**src/rtl/clk_divider_param.sv**
```systemverilog
// Runtime-programmable clock-enable generator: a loadable primary divider followed
// by a fixed secondary divider, all outputs synchronous to clk.
module clk_divider_param #(
  parameter int CNT_W       = 27,
  parameter int DEFAULT_DIV = 50000,
  parameter int SLOW_DIV    = 1000,
  parameter int SLOW_W      = 10
) (
  input  logic             clk,
  input  logic             rst_n,
  input  logic             en,
  input  logic             clr,
  input  logic             div_load,
  input  logic [CNT_W-1:0] div_value,
  output logic             tick,
  output logic             div_signal,
  output logic             tick_slow,
  output logic             slow_signal,
  output logic [CNT_W-1:0] active_div,
  output logic             load_pending
);

  localparam logic [CNT_W-1:0]  DEF_DIV   = CNT_W'(DEFAULT_DIV);
  localparam logic [SLOW_W-1:0] SLOW_LAST = SLOW_W'(SLOW_DIV - 1);

  logic [CNT_W-1:0]  cnt;
  logic [CNT_W-1:0]  pending;
  logic [SLOW_W-1:0] slow_cnt;

  logic div_zero;
  logic div_one;
  logic cnt_last;
  logic wrap;
  logic apply_div;
  logic slow_last;

  // N=1 wraps every cycle; N=0 never wraps, so a waiting divisor is taken at once
  assign div_zero  = (active_div == '0);
  assign div_one   = (active_div == CNT_W'(1));
  assign cnt_last  = div_one || (cnt == active_div - CNT_W'(1));
  assign wrap      = en && !div_zero && cnt_last;
  assign apply_div = wrap || div_zero;
  assign slow_last = (slow_cnt == SLOW_LAST);

  always_ff @(posedge clk or negedge rst_n) begin
    if (!rst_n) begin
      active_div   <= DEF_DIV;
      pending      <= '0;
      load_pending <= 1'b0;
    end else if (clr || apply_div) begin
      if (div_load) begin
        active_div   <= div_value;
        load_pending <= 1'b0;
      end else if (load_pending) begin
        active_div   <= pending;
        load_pending <= 1'b0;
      end
    end else if (div_load) begin
      pending      <= div_value;
      load_pending <= 1'b1;
    end
  end

  always_ff @(posedge clk or negedge rst_n) begin
    if (!rst_n) begin
      cnt        <= '0;
      tick       <= 1'b0;
      div_signal <= 1'b0;
    end else if (clr) begin
      cnt        <= '0;
      tick       <= 1'b0;
      div_signal <= 1'b0;
    end else if (!en) begin
      tick <= 1'b0;
    end else if (div_zero) begin
      cnt  <= '0;
      tick <= 1'b0;
    end else begin
      tick       <= cnt_last;
      div_signal <= div_signal ^ cnt_last;
      cnt        <= cnt_last ? '0 : cnt + CNT_W'(1);
    end
  end

  // Secondary stage advances on the registered primary tick
  always_ff @(posedge clk or negedge rst_n) begin
    if (!rst_n) begin
      slow_cnt    <= '0;
      tick_slow   <= 1'b0;
      slow_signal <= 1'b0;
    end else if (clr) begin
      slow_cnt    <= '0;
      tick_slow   <= 1'b0;
      slow_signal <= 1'b0;
    end else if (!en) begin
      tick_slow <= 1'b0;
    end else begin
      tick_slow   <= tick && slow_last;
      slow_signal <= slow_signal ^ (tick && slow_last);
      if (tick)
        slow_cnt <= slow_last ? '0 : slow_cnt + SLOW_W'(1);
    end
  end

endmodule

```
**config.mk**
```make
export PLATFORM = sky130hd
export DESIGN_NAME = clk_divider_param
export DESIGN_NICKNAME = d
export VERILOG_FILES = /design/src/rtl/clk_divider_param.sv
export SDC_FILE = /design/constraint.sdc
export NUM_CORES = 1
export LEC_CHECK = 0
export BUFFER_PORTS_ARGS = -buffer_cell sky130_fd_sc_hd__buf_2
export CAP_MARGIN = 25
export CORE_ASPECT_RATIO = 1.1
export CORE_UTILIZATION = 60
export CTS_BUF_LIST = sky130_fd_sc_hd__clkbuf_8
export CTS_CLUSTER_DIAMETER = 120
export CTS_CLUSTER_SIZE = 24
export DETAILED_ROUTE_END_ITERATION = 12
export PLACE_DENSITY = 0.91
export SLEW_MARGIN = 20
export SYNTH_ARGS = -nofsm -noshare
export SYNTH_HDL_FRONTEND = slang
export SYNTH_SLANG_ARGS = --single-unit
```
**constraint.sdc**
```tcl
create_clock -name clk -period 10.3 [get_ports clk]
set_input_delay 1.03 -clock clk [delete_from_list [all_inputs] [get_ports clk]]
set_output_delay 1.03 -clock clk [all_outputs]
set_load 0.03 [all_outputs]
```
# Yosys cells after proc, flatten, opt, wreduce, memory -nomap -nowiden
# Index checks and enable logic that the tools add are counted.
# W data, S select, Z words.
dict set report word_totals {
  regBits 96
  inputBits 32
  out_inout_bits 32
  word_cells 57
}
dict set report op_classes {
  n_addsub 3
  n_eq_ne 4
  muxes 22
  n_bitwise 3
  reduce_logical 16
}
# operator n
set ops {}
lappend ops {{$mux W27} 6}
lappend ops {{$mux W10} 4}
lappend ops {{$add A27 B1 Y27 const B} 1}
lappend ops {{$eq A27 B1 Y1 const B} 1}
lappend ops {{$eq A27 B27 Y1} 1}
lappend ops {{$logic_not A27 Y1} 1}
lappend ops {{$sub A27 B1 Y27 const B} 1}
lappend ops {{$mux W1} 12}
lappend ops {{$add A10 B1 Y10 const B} 1}
lappend ops {{$eq A10 B10 Y1 const B} 1}
lappend ops {{$reduce_and A2 Y1} 4}
lappend ops {{$reduce_bool A2 Y1} 4}
lappend ops {{$logic_and A1 B1 Y1} 3}
lappend ops {{$logic_or A1 B1 Y1} 3}
lappend ops {{$ne A2 B2 Y1 const B} 1}
lappend ops {{$xor A1 B1 Y1} 2}
lappend ops {{$logic_not A1 Y1} 1}
lappend ops {{$not A1 Y1} 1}

# Logic depth before layout (Yosys ltp)
# Gate-level depths: netlist of the first run.
dict set report logic_depth {
  ltp_word 8
  mapped_depth 14
}

# Least setup slack after synthesis of the first run
# No wires, ideal clock.
dict set report synth_timing {
  kind {register to register}
  start {reg active_div[0]}
  end {reg pending[10]}
  setup_time_ps 127
  t_arrival_ps 4017
  required_ps 10173
  path_slack_ps 6156
  path_stages_with_launch 14
  n_path_buf 2
  period_less_slack_ps 4144
  cell_sequence {dfrtp_1 > buf_2 > inv_1 > ha_1 > nor3b_1 > nand4_1 > xnor2_1 > or4b_1 > or4_1 > nor4_4 > o21ai_2 > nand3_2 > buf_6 > mux2_1}
}
dict set report synth_between {
  elab_chain_len 8
  elab_cells_between_ends 12
  classes_between {add/sub (1); eq/ne (2); bitwise (1); reduce/logical (8)}
}
# item line
set synth_rtl {}
lappend synth_rtl {{start: declaration} 19} ;# output logic [CNT_W-1:0] active_div,
lappend synth_rtl {{start signal: assignment} 52} ;# active_div <= div_value;
lappend synth_rtl {{start signal: assignment} 55} ;# active_div <= pending;
lappend synth_rtl {{$sub A27 B1 Y27 or $logic_not A27 Y1 (tied branches)} {40, 38}}
lappend synth_rtl {{$eq A27 B27 Y1 or $logic_not A1 Y1 (tied branches)} {40, 41}}
lappend synth_rtl {{$logic_or A1 B1 Y1 or $logic_and A1 B1 Y1 (tied branches)} {40, 41}}
lappend synth_rtl {{$logic_and A1 B1 Y1} 41} ;# assign wrap = en && !div_zero && cnt_last;
lappend synth_rtl {{$logic_or A1 B1 Y1 (*)} 42} ;# assign apply_div = wrap || div_zero;
lappend synth_rtl {{$logic_or A1 B1 Y1 (*)} 50} ;# end else if (clr || apply_div) begin
lappend synth_rtl {{$not A1 Y1 (no line) (*)} --}
lappend synth_rtl {{$reduce_and A2 Y1 (no line) (*)} --}
lappend synth_rtl {{end signal: assignment} 59} ;# pending <= div_value;
lappend synth_rtl {{end: declaration} 27} ;# logic [CNT_W-1:0] pending;
# Mark *: on every way between the ends. The rest lies on a longest branch, timed or not.
# A chain may end at the register's enable or synchronous reset.

# Worst setup path after layout of the first run
dict set report layout_timing {
  start {reg active_div[0]}
  end {reg pending[0]}
}
# Same word-level chain as after synthesis.

==> results.md, run 1 <==
- Synthesized instance count: around 640
- Clk sink count: 96
- Worst slew pin tran: roughly 840 ps
- # nets final: between 700 and 800
- Min Tclk post-route: 4890 ps
- First-pass GRT wire length: 25300 um
- Sequential element share of the synthesized area: 0.406
- Met3 Track Usage GR: 0.0605
- P&R area growth vs syn: 9.48%
- Max-Cap Viols: 0
- Num CTS Buffers: 9
- Leading area contributor after synthesis: dfrtp_1
- Largest net degree at the start of global routing: between 50 and 60
- Root buf cell: clkbuf_8
- Ys async rst share: 1.00
- Die X: about 97 um
- DRC Markers: 0
- Maximum VDD drop: 0.0961 mV
- Initial antenna violation count: 0
- Post-DP HPWL: around 11000 um
- Clock Latency Late Sink: between 300 and 400 ps
- GRT Total Usage: 0.308
- Synth Flop Type: dfrtp_1
- Die H: 106 um
- ANT cells: 0
- GP Congestion: roughly 0.94
- Met2 Use GR: 0.529
- Yosys cell types: 62
- Mapped Avg Cell Area: just over 9 um2
- Vias in the first global route: 5185
- GR Overflow Total: 0
- CTS tree: done
- Initial Util: 0.626
- DR vias/cell: 6.47
- Post-Route WL: roughly 15000 um
- PD cells: between 100 and 150 nW/um2
- Die area: just over 10000 um2
- Core area: ~9500 um2
- Busiest grt layer: met2
- CP Launch Type: register
- Met1 Track Usage GR: 0.376
- Hold Crit Class: register to register
- WL/cell: roughly 19 um
- Hold Violations, Final: 0
- Initial drt markers: roughly 260
- Headroom to the max-slew limit: 0.438
- Max-slew violations: 0
- WP data required: 10550 ps
- Syn Std Cell Area: around 5900 um2
- Mapped Nets: between 600 and 700
- RSZ-0062 raised after global routing: no
- Row count: 37
- Crit Path Max Fanout: 27
- Synth top area cells: dfrtp_1 38%, o2bb2ai_2 5.3%, xnor2_1 4.3%
- Clock Path Buffers: 2
- Cts hold-fix bufs: 0
- Crit end category: register
- Via count: ~5200
- Static leakage: approximately 2.7 nW
- Share of cells above drive strength 1: 0.194
- CP Class: register to register
- Top cells by instance count after synthesis: 90 x dfrtp_1, 65 x nand2_1, 65 x nor2_1
- Yosys warnings: 0
- Fin util: 0.685
- Sum Neg Setup Slack: 0 ps
- Status: finished, final reports clean
- Skew final: between 10 and 15 ps
- Synthesis-stage register bit count: 96
- CTS H-tree lvls: 3
- Crit path DAT: 5130 ps
- Post-CTS setup buffers: 0
- Most common cell in the synthesized netlist: dfrtp_1
- Number of flops mapped to enable cells by yosys: 0
- Max Clock Freq: just over 0.2 GHz
- Pre-Repair DR Iteration Count: 5
- Synth top area share: 0.379
- I/O pin count: 64
- Clock slew at reported path FFs: ~90 ps
- IO buf count: 63
- Placed cell count: just under 800
- Post-CTS Resized: 0
- Non-filler instance count after layout: around 810
- ANT nets after route: 0
- Tcrit/Tclk final: 0.475
- Setup Viol. Count Final: 0
metrics by stage:
| stage | hold WS (ps) | cell area (um2) | power (mW) | setup WS (ps) |
|---|---|---|---|---|
| finish | 500 | 6500 | 0.972 | 5410 |
| global route | 508 | 6500 | 1.01 | 5060 |
| global placement | 473 | 6270 | 0.686 | 5690 |
| floorplan | 464 | 5940 | 0.625 | 6160 |
| CTS | 502 | 6500 | 0.976 | 5510 |
| detailed placement | 481 | 6270 | 0.695 | 5570 |
flip-flops by register name, indices dropped and copies added (netlist names):
signal,flops
tick_slow,1
load_pending,1
active_div,27
pending,27
slow_signal,1
tick,1
div_signal,1
slow_cnt,10
cnt,27
area by class of cell:
type	count	area [um2]
Timing Repair Buffer	71	378
Fill cell	774	2990
Tap cell	117	146
Sequential cell	96	2410
Multi-Input combinational cell	501	3320
Clock inverter	5	80.1
Inverter	5	18.8
Clock buffer	11	151
where the power goes:
group          switching, mW  leakage [nW]  total (mW)  internal, mW
Combinational          0.141          1.33       0.230        0.0899
Clock                  0.131         0.117       0.280         0.150
Sequential            0.0500          1.22       0.461         0.411
Total                  0.321          2.67       0.972         0.651
cells by family (layout without fill, tap and decap cells):
| kind of cell | Yosys count | after routing | synth area share |
|---|---|---|---|
| flops | 96 | 96 | 0.406 |
| compound gates | 152 | 152 | 0.190 |
| buf+inv | 46 | 92 | 0.0360 |
| simple gates | 275 | 275 | 0.244 |
| xor+xnor | 38 | 38 | 0.0561 |
| fa+ha+maj | 4 | 4 | 0.00843 |
| mux | 32 | 32 | 0.0596 |
worst paths after layout:
kind / startpoint / to / slack (ps) / depth (start not counted)
min in group asynchronous: rst_n / pending[8] / 650 / 1
worst min register to register: pending[9] / pending[9] / 500 / 1
worst max-delay path: active_div[0] / pending[0] / 5410 / 12
worst max register to register: active_div[0] / pending[0] / 5410 / 12
max in group asynchronous: rst_n / cnt[23] / 8560 / 2
worst min-delay path: pending[9] / pending[9] / 500 / 1
placed cells by master, fill, tap and decap left out, types with 5 or more instances in the layout:
cell	n
a21oi_1	42
mux2_1	20
nand2_1	65
clkbuf_8	11
buf_2	62
o2bb2ai_2	21
or4_1	6
nor3b_1	5
and3_1	13
a21o_1	9
a22o_1	8
dfrtp_1	90
xor2_1	9
nand3b_1	5
nor4_1	16
buf_4	9
o21ai_0	39
xnor2_1	29
or3_1	8
nand4_1	6
nand3_1	22
mux2_2	7
inv_1	6
and2_1	5
dfstp_2	6
nor2_1	64
o2bb2ai_1	7
nor3_1	27
mux2i_1	5
critical path: stages, from the launching register on:
cell and delay (ps):
dfrtp_1 510, inv_1 110, ha_1 270, nor3b_1 670, nand4_1 260, xnor2_1 210
or4b_1 480, or4_1 570, nor4_4 260, buf_4 280, o21ai_2 130, nand3_2 570
mux2_2 420
per-layer routing:
metal | part of all wire | routed length [um]
met5 | 0 | 0
met4 | 0.025 | 376
met3 | 0.058 | 873
met2 | 0.51 | 7800
met1 | 0.40 | 6120
No activity file was read; power rests on OpenSTA's default activity.
==> run 2, diff against run 1 <==
CORE_UTILIZATION = 55   (was 60)
PLACE_DENSITY = 0.88   (was 0.91)
clock period = 4.2 ns   (was 10.3 ns; I/O delays follow)
==> results.md, run 2 (synthesis results as in run 1) <==
- PD cells: roughly 350 nW/um2
- Vias in the first global route: around 5200
- ANT nets after route: 0
- Headroom to the max-slew limit: 0.306
- Crit Path Max Fanout: 27
- Num CTS Buffers: 9
- Worst R2R Start: active_div[0]
- Max-Cap Viols: 0
- Clk sink count: between 90 and 100
- Initial antenna violation count: 0
- Multi-input logic area: between 3000 and 4000 um2
- Post-DP HPWL: between 10000 and 15000 um
- Hold Violations, Final: 0
- GR Overflow Total: 0
- GP Congestion: 0.929
- Post-Route WL: between 15000 and 20000 um
- Via count: approximately 5300
- Sum Neg Setup Slack: 0 ps
- Most frequent cells in the layout: 90 x dfrtp_1, 65 x nand2_1, 64 x nor2_1
- Initial Util: 0.569
- Commonest non-fill, non-tap cell in the layout: dfrtp_1
- Share of cells above drive strength 1: 0.204
- Setup Viol. Count Final: 0
- Status: finished, final reports clean
- Row count: 39
- # nets final: slightly above 700
- Cts hold-fix bufs: 0
- Clock Path Buffers: 2
- P&R area growth vs syn: 11.1%
- Largest registers: active_div (27), cnt (27), pending (27)
- Fill count: ~880
- R2R depth: 12
- RSZ-0062 raised after global routing: no
- GRT Total Usage: 0.288
- R2r endpoint: pending[19]
- First-pass GRT wire length: around 26000 um
- WP data required: about 4500 ps
- Post-CTS setup buffers: 0
- Fin util: 0.631
- Hold Crit Class: primary input to asynchronous set/reset pin
- I/O pin count: 64
- Largest net degree at the start of global routing: 58
- Die H: 111 um
- Crit end category: register
- Static leakage: 2.70 nW
- Register area: approximately 2400 um2
- CTS tree: done
- Die area: 11200 um2
- Pre-Repair DR Iteration Count: 5
- Initial drt markers: 430
- IO buf count: 63
- Max-slew violations: 0
- Maximum VDD drop: 0.216 mV
- Worst slew pin tran: ~1000 ps
- Final Power: 2.31 mW
- Tcrit/Tclk final: 0.957
- Die X: around 100 um
- Skew final: about 21 ps
- CTS H-tree lvls: 3
- ANT cells: 0
- Clock slew at reported path FFs: around 120 ps
- R2r setup slk: ~180 ps
- Min Tclk post-route: approximately 4000 ps
- Hold Worst Slack: 34.9 ps
- Clock Latency Late Sink: 390 ps
- DR vias/cell: 6.30
- Core area: 10400 um2
- CP Class: register to register
- Max Clock Freq: 0.249 GHz
- CP Launch Type: register
- Crit path DAT: about 4300 ps
- Root buf cell: clkbuf_8
- DRC Markers: 0
- WL/cell: roughly 18 um
==> run 2: cell types whose count changed in the layout (fill, tap and decap cells not counted), sizes merged <==
cell / before / now
clkinv: 1 / 2
clkbuf: 11 / 9
buf: 71 / 78
inv: 6 / 9
bufinv: 2 / 0
==> run 2: repair_timing <==
| action | 4_1_cts | 5_1_grt |
|---|---|---|
| hold endpoints to repair | 0 | 0 |
| setup endpoints to repair | 0 | 44 |
| gates resized for setup | 0 | 3 |
==> run 2: area by class of cell <==
cell class / count / area share
flip-flops and latches: 96 / 0.365
repair buffers: 78 / 0.0691
inverters: 5 / 0.00285
clock buffers: 9 / 0.0188
clock inverters: 7 / 0.00987
multi-input cells: 501 / 0.507
well taps: 143 / 0.0271
==> run 2: per-layer routing <==
layer | part of all wire | track usage | wire length (um) | vias up
met3 | 0.051 | 0.0416 | 775 | 24
met1 | 0.43 | 0.375 | 6460 | 2626
met2 | 0.51 | 0.490 | 7690 | 188
met5 | 0 | 0 | 0 | -
li1 | - | - | - | 2444
met4 | 0.016 | 0.0870 | 237 | 0
==> run 2: worst max path at each step <==
| stage | startpoint | to | cells after the start |
|---|---|---|---|
| global route | active_div[2] | pending[20] | 11 |
| global placement | active_div[0] | cnt[23] | 12 |
| floorplan | active_div[0] | pending[10] | 13 |
| detailed placement | active_div[0] | pending[10] | 12 |
| finish | active_div[0] | pending[19] | 12 |
| CTS | active_div[0] | active_div[23] | 12 |
==> run 2: critical path, cell delays in order, from the launching register on <==
cell	delay (ps)
dfrtp_1	520
inv_1	110
ha_2	240
or3b_1	450
nor2_1	130
a21oi_1	90
or4b_1	550
or4_1	570
nor4_4	370
o21ai_2	170
nand3_2	140
buf_12	210
mux2_1	340
==> run 2: metrics by stage <==
step / setup WS, ps / area (um2) / instances
3_3_place_gp: 177 / 6380 / 823
6_report: 182 / 6590 / 839
3_5_place_dp: 146 / 6380 / 823
4_1_cts: 131 / 6570 / 839
2_1_floorplan: 56.0 / 5940 / 643
5_1_grt: 17.6 / 6590 / 839
==> run 2: power breakdown <==
group          leakage, nW  internal, mW  switching [mW]
Clock               0.0963         0.228           0.368
Sequential            1.22          1.01           0.134
Combinational         1.38         0.234           0.341
